$ cat config.mk
export PLATFORM = sky130hd
export DESIGN_NAME = regfile_32_flat
export DESIGN_NICKNAME = d
export VERILOG_FILES = /design/src/rtl/regfile_32_if.sv /design/src/rtl/regfile_32.sv /design/src/flat_wrapper.sv
export SDC_FILE = /design/constraint.sdc
export NUM_CORES = 2
export LEC_CHECK = 0
export CORE_MARGIN = 2
export CORE_UTILIZATION = 50
export DETAILED_ROUTE_END_ITERATION = 7
export HOLD_SLACK_MARGIN = 0.06
export PLACE_DENSITY = 0.66
export SKIP_CTS_REPAIR_TIMING = 1
export SLEW_MARGIN = 25
export SYNTH_ARGS = -nofsm -noshare
export SYNTH_HDL_FRONTEND = slang
export SYNTH_SLANG_ARGS = --single-unit
$ cat constraint.sdc
create_clock -name clk -period 8.5 [get_ports clk]
set_input_delay 1.7 -clock clk [delete_from_list [all_inputs] [get_ports clk]]
set_output_delay 1.7 -clock clk [all_outputs]
set_load 0.02 [all_outputs]
$ cat src/rtl/regfile_32_if.sv
// regfile_32_if: register-file access bundle between the pipeline and regfile_32.
//   master : pipeline side. Drives the WB-stage write (RegWrite, WriteRegister,
//            WriteData) and the ID-stage read indices (ReadRegister1/2), and
//            receives ReadData1/2.
//   slave  : register file side. The directions are the reverse of master.
// WIDTH is the data width and must match the WIDTH of the attached regfile_32.
interface regfile_32_if #(
   parameter int unsigned WIDTH = 64
);
   logic             RegWrite;
   logic [4:0]       WriteRegister;
   logic [WIDTH-1:0] WriteData;
   logic [4:0]       ReadRegister1;
   logic [4:0]       ReadRegister2;
   logic [WIDTH-1:0] ReadData1;
   logic [WIDTH-1:0] ReadData2;

   modport master (
      output RegWrite, WriteRegister, WriteData, ReadRegister1, ReadRegister2,
      input  ReadData1, ReadData2
   );

   modport slave (
      input  RegWrite, WriteRegister, WriteData, ReadRegister1, ReadRegister2,
      output ReadData1, ReadData2
   );
endinterface

$ cat src/rtl/regfile_32.sv
// regfile_32: architectural register file with 32 x WIDTH registers.
//   clk    : system clock. All state changes on its rising edge.
//   reset  : synchronous, active-low. Clears every register and overrides a
//            write presented on the same edge.
//   rf     : regfile_32_if.slave. Carries one write port (RegWrite,
//            WriteRegister, WriteData) and two combinational read ports
//            (ReadRegisterN -> ReadDataN).
// Register ZERO_REG always reads as zero, and writes to it are discarded.
// Optional macro REGFILE_BYPASS_EN: when it is defined, a read of the register
// being written in the current cycle returns WriteData. When it is undefined,
// the read returns the value stored before the edge.
//
// decoder_32: 5-to-32 one-hot decoder with enable.
//   in  : index to decode.
//   en  : enable. When it is low the output is all zeros, whatever `in` holds.
//   out : one-hot select, or zero.
module decoder_32 (
   input  logic [4:0]  in,
   input  logic        en,
   output logic [31:0] out
);
   always_comb begin
      out = '0;
      if (en) begin
         out = 32'd1 << in;
      end
   end
endmodule

module regfile_32 #(
   parameter int unsigned WIDTH    = 64,
   parameter int unsigned ZERO_REG = 31
) (
   input  logic          clk,
   input  logic          reset,
   regfile_32_if.slave   rf
);
   localparam logic [4:0] ZERO_IDX = ZERO_REG[4:0];

   logic [31:0]      wr_sel;
   logic [WIDTH-1:0] regs_q [32];
   logic [WIDTH-1:0] regs_d [32];
   logic [WIDTH-1:0] rd1;
   logic [WIDTH-1:0] rd2;

   decoder_32 u_wr_dec (
      .in  (rf.WriteRegister),
      .en  (rf.RegWrite),
      .out (wr_sel)
   );

   always_comb begin
      for (int unsigned i = 0; i < 32; i++) begin
         regs_d[i] = regs_q[i];
         if (wr_sel[i] && (i != ZERO_REG)) begin
            regs_d[i] = rf.WriteData;
         end
      end
      regs_d[ZERO_REG] = '0;
   end

   always_ff @(posedge clk) begin
      if (!reset) begin
         for (int unsigned i = 0; i < 32; i++) begin
            regs_q[i] <= '0;
         end
      end else begin
         for (int unsigned i = 0; i < 32; i++) begin
            regs_q[i] <= regs_d[i];
         end
      end
   end

   // Read order: stored value, then the zero-register override, then the
   // optional bypass. The bypass excludes ZERO_IDX, so the zero register
   // always reads as zero.
   always_comb begin
      rd1 = regs_q[rf.ReadRegister1];
      rd2 = regs_q[rf.ReadRegister2];
      if (rf.ReadRegister1 == ZERO_IDX) rd1 = '0;
      if (rf.ReadRegister2 == ZERO_IDX) rd2 = '0;
`ifdef REGFILE_BYPASS_EN
      if (rf.RegWrite && (rf.WriteRegister != ZERO_IDX)) begin
         if (rf.WriteRegister == rf.ReadRegister1) rd1 = rf.WriteData;
         if (rf.WriteRegister == rf.ReadRegister2) rd2 = rf.WriteData;
      end
`endif
   end

   assign rf.ReadData1 = rd1;
   assign rf.ReadData2 = rd2;

   a_wr_sel_onehot0: assert property (@(posedge clk) $onehot0(wr_sel));
endmodule

$ cat src/flat_wrapper.sv
// flat-port wrapper written by rule: the top's interface ports become plain ports
module regfile_32_flat 
#(
   parameter int unsigned WIDTH    = 64,
   parameter int unsigned ZERO_REG = 31
)
  (clk, reset, rf_RegWrite, rf_WriteRegister, rf_WriteData, rf_ReadRegister1, rf_ReadRegister2, rf_ReadData1, rf_ReadData2);
  regfile_32_if #(.WIDTH(WIDTH)) rf_i ();
  input  logic clk;
  input  logic reset;
  input wire logic [$bits(rf_i.RegWrite)-1:0] rf_RegWrite;
  input wire logic [$bits(rf_i.WriteRegister)-1:0] rf_WriteRegister;
  input wire logic [$bits(rf_i.WriteData)-1:0] rf_WriteData;
  input wire logic [$bits(rf_i.ReadRegister1)-1:0] rf_ReadRegister1;
  input wire logic [$bits(rf_i.ReadRegister2)-1:0] rf_ReadRegister2;
  output wire logic [$bits(rf_i.ReadData1)-1:0] rf_ReadData1;
  output wire logic [$bits(rf_i.ReadData2)-1:0] rf_ReadData2;
  assign rf_i.RegWrite = rf_RegWrite;
  assign rf_i.WriteRegister = rf_WriteRegister;
  assign rf_i.WriteData = rf_WriteData;
  assign rf_i.ReadRegister1 = rf_ReadRegister1;
  assign rf_i.ReadRegister2 = rf_ReadRegister2;
  assign rf_ReadData1 = rf_i.ReadData1;
  assign rf_ReadData2 = rf_i.ReadData2;
  regfile_32 #(.WIDTH(WIDTH), .ZERO_REG(ZERO_REG)) u_core (.clk(clk), .reset(reset), .rf(rf_i));
endmodule
# Word level (Yosys, flattened, before mapping)
# Memory sizes are Yosys's and may differ from the RTL's.
# Cells that the tools add are included.
[classes] bitwise=32 shifts=1 muxes=68 reduce_logical=31 n_eq_ne=33
[op_table] cell="$mux 64" count=65
[op_table] cell="$reduce_and 2->1" count=31
[op_table] cell="$or 1x1->1" count=32
[op_table] cell="$mux 31" count=1
[op_table] cell="$ne 1x1->1 const B" count=31
[op_table] cell="$shl 1x5->31 const A" count=1
[op_table] cell="$eq 5x5->1 const B" count=2
[op_table] cell="$mux 1" count=2
[totals] ram_bits=2048 register_bits=0 elab_cells=166 input_bits=82 memories=1 output_inout_bits=128
[mem_list] memory="u_core.regs_q" words=32 width=64 read_ports=2 rd_clocked_by_memory_dff=0 write_ports=32 line_no="regfile_32.sv:41" rtl="logic [WIDTH-1:0] regs_q [32];"

# Longest topological paths before layout
[logic_depth] ltp_word=5 depth_mapped=9 mapped_depth_nobuf=5

# Cells and area by module
# Synthesis repeated with hierarchy kept, for this count alone.
[hier_totals] hier_cells=6249 area_unflattened_um2=100839.2
[modules_own_cells] module="regfile_32" seq_area_each_um2=59577.1 instances=1 area_per_inst_um2=100605.2 cells_each=6202
[modules_own_cells] module="decoder_32" seq_area_each_um2=0.0 instances=1 area_per_inst_um2=234.0 cells_each=47

# Worst setup path after synthesis
# No wires, ideal clock.
[synth_timing] kind="input port to flip-flop" start="input rf_WriteRegister[0]" end="memory u_core.regs_q[24][0], enable pin" path_stages=2 n_path_buf=1 t_required_ns=7.839 arrival_time_ns=8.463 setup_ns=0.661 path_slack_ns=-0.623 cell_sequence="clkbuf_1 -> o41ai_1"
[synth_rtl] item="from (decl)" line_no="flat_wrapper.sv:12" rtl="input wire logic [$bits(rf_i.WriteRegister)-1:0] rf_WriteRegister;"
[synth_rtl] item="to (decl)" line_no="regfile_32.sv:41"

# Worst setup path in the final report
[layout_timing] start="input rf_ReadRegister2[3]" end="output rf_ReadData2[13]"
[layout_via] elab_chain_cells=2 elab_cells_between_ends=3 classes_between="1 x eq/ne; 1 x mux; 1 x memory"
[layout_rtl] item="from (decl)" line_no="flat_wrapper.sv:15" rtl="input wire logic [$bits(rf_i.ReadRegister2)-1:0] rf_ReadRegister2;"
[layout_rtl] item="$mem_v2 32x64 or $eq 5x5->1 (tied branches)"
[layout_rtl] item="$mux 64 *" line_no="regfile_32.sv:81" rtl="if (rf.ReadRegister2 == ZERO_IDX) rd2 = '0;"
[layout_rtl] item="to (decl)" line_no="flat_wrapper.sv:17" rtl="output wire logic [$bits(rf_i.ReadData2)-1:0] rf_ReadData2;"
# Every way passes the cells marked *; elsewhere a longest branch is shown, timed or not.

==> reports/qor.yml <==
status:
  status: "complete, no violations"
pwr:
  leakage_nw: 36.74
  p_per_area_nw_per_um2: 218.9
  peakVddDrop_mv: 0.1677
synth:
  synthDistinctLibCells: 47
  yosys_warnings: 0
  netlist_instances: 6272
  yosysSeqAreaShare_pct: 61.14
  ys.flop_type: "edfxtp_1"
  synth.avg_cell_area_sq_um: 15.54
  synth_edf_count: 1984
  synth_seq_cells: 1984
  async_reset_ff_share_pct: 0
  synth_nets: 6354
  synth_area_sq_um: 97440
worst_setup_path:
  cpMostUsedCell: "buf_4"
  startpoint: "rf_ReadRegister2[3]"
  cp-start-kind: "input port"
  path_buf_inv: 4
  critPathCaptureType: "output port"
  worstSetupPathType: "in2out"
  cpPeakStageDelay_ps: 770
  cp.required_ps: 6800
  cp_max_fo: 32
  crit_family: "buffers and inverters"
  crit_arrival_ps: 5610
  crit_chain: "buf_4, buf_4, nor2b_4, buf_4, a22o_1, nor3_1, a31oi_1, clkdlybuf4s50_1"
  slowest_stage: "clkdlybuf4s50_1"
job:
  maxCapViolations: 0
cells_and_area:
  nNetsFinal: 6365
  syn2layout_area_growth_pct: 11.80
  final_cells: 8994
  layout_common_cells: "1984 x edfxtp_1, 1212 x nor2_1, 819 x mux4_2, 381 x mux2i_1, 250 x nand2_1"
  reg_top3: "u_core.regs_q x1984"
  drive_gt1_share_pct: 23.36
  largest-register: "u_core.regs_q"
  final_common_cell: "edfxtp_1"
  largest_reg_flops: 1984
global_route:
  grt_pass1_wl_mm: 487.5
  first_global_vias: 64060
  grt_max_degree: 115
  antenna_found_initial: 7
  grtUsageTotal_pct: 35.24
  grt_overflow_total: 0
min_path:
  hp-class: "in2reg"
  hp-start: "reset"
place:
  dp_slack_ps: 1487
  portBuffers: 209
  finalWeightedCongestion: 0.8665
  dp_cells: 8617
  hpwlAfterDp_mm: 193.2
clock_tree:
  cts_sinks: 1984
  cts_root_buf: "clkbuf_16"
  cts_buffers: 204
  cts_tree: "yes"
  htreeDepth: 4
  clkSlewWorstSetupHoldPaths_ps: 60
  cts_buffer_depth: 3
timing:
  whs_ps: 1619
  hold_violations: 0
  layout_min_cycle_time_ps: 7310
  setup_ws_ps: 1190
  finalCritPeriodShare_pct: 86.00
  drv_slew: 0
  finalSetupViolations: 0
  worst-slew-pin-transition_ps: 1194
  fin_setup_tns_ps: 0
  slew_headroom_pct: 20.40
  rsz0062_at_grt: "false"
  clock.fmax_mhz: 136.8
floorplan:
  rows: 162
  die_w_um: 445.5
  start_util_pct: 50.13
  dieArea_sq_um: 198400
  io_pins: 210
  dieHeight_um: 445.5
  fp.coreArea_sq_um: 194400
drt:
  first_pass_iters: 7
  wire_per_inst_um: 39.09
  vias: 65210
  drtIter0Drc: 11360
  drc: 0
  ant_nets: 0
  wirelength_mm: 351.6
  vias_per_cell: 7.251
where the power goes:
group | leakage [nW] | internal [W] | total (W) | switching (W)
logic | 14.6 | 0.00133 | 0.00330 | 0.00197
clock network | 3.11 | 0.00486 | 0.00873 | 0.00387
registers | 19.0 | 0.0115 | 0.0118 | 0.000330
per-stage QoR:
stage | total power [W] | cell area (sq um) | utilization [%]
4_1_cts | 0.02376 | 108900 | 56.02
5_1_grt | 0.02436 | 108900 | 56.04
2_1_floorplan | 0.01389 | 97450 | -
6_report | 0.02384 | 108900 | 56.04
3_3_place_gp | 0.01515 | 102400 | 52.69
3_5_place_dp | 0.01522 | 102500 | 52.75
final timing paths:
check / endpoint / slack (ps) / cells after the start
worst max-delay path: rf_ReadData2[13] / 1190 / 8
worst min-delay path: u_core.regs_q[24][14] / 1620 / 2
cell families (layout without fill, tap and decap cells):
logic type      Yosys count  count (layout)  share of synthesized area (%)
flops                  1984            1984                          61.14
simple gates           1611            1611                          6.474
mux                    1335            1335                          24.40
buf+inv                 699             878                          3.148
compound gates          643             643                          4.833
other cells               0               1                              0
per-layer routing:
layer / vias up / share of wire (%) / global-route usage, %
li1: 24830 / - / -
met1: 33750 / 35 / 47.34
met2: 5503 / 46 / 53.90
met3: 1123 / 14 / 8.552
met4: 8 / 6.1 / 18.02
met5: - / 0.026 / 0
cell usage after synthesis, drive strengths merged, types with 4 or more instances:
cell,n,area (sq um)
a2bb2oi,29,254.0
mux2,135,1520
nand2b,4,25.02
nor3,38,190.2
a31oi,38,237.7
a22oi,125,938.4
nor2b,11,68.82
a221oi,36,315.3
buf,289,1529
edfxtp,1984,59580
nor2,1215,4563
and2,4,25.02
nand4,35,219.0
nor3b,4,35.03
a21oi,58,294.0
inv,101,379.1
o221ai,52,455.4
nand3,4,20.02
o211ai,82,615.6
clkbuf,309,1160
o21ai,106,530.5
a221o,39,390.4
or2,4,25.02
nand3b,4,30.03
mux2i,381,3814
a22o,69,604.3
mux4,819,18450
nand2,282,1059
final cells by class:
cell class / count / area (sq um)
multi-input combinational: 3589 / 35350
inverter: 101 / 391.6
antenna: 1 / 2.502
clock buffer: 260 / 5421
fill: 14920 / 85450
tap: 2542 / 3181
timing repair buffer: 403 / 4079
sequential: 1984 / 59580
clock inverter: 114 / 938.4
Note: power is estimated with default switching activity, not from simulation.
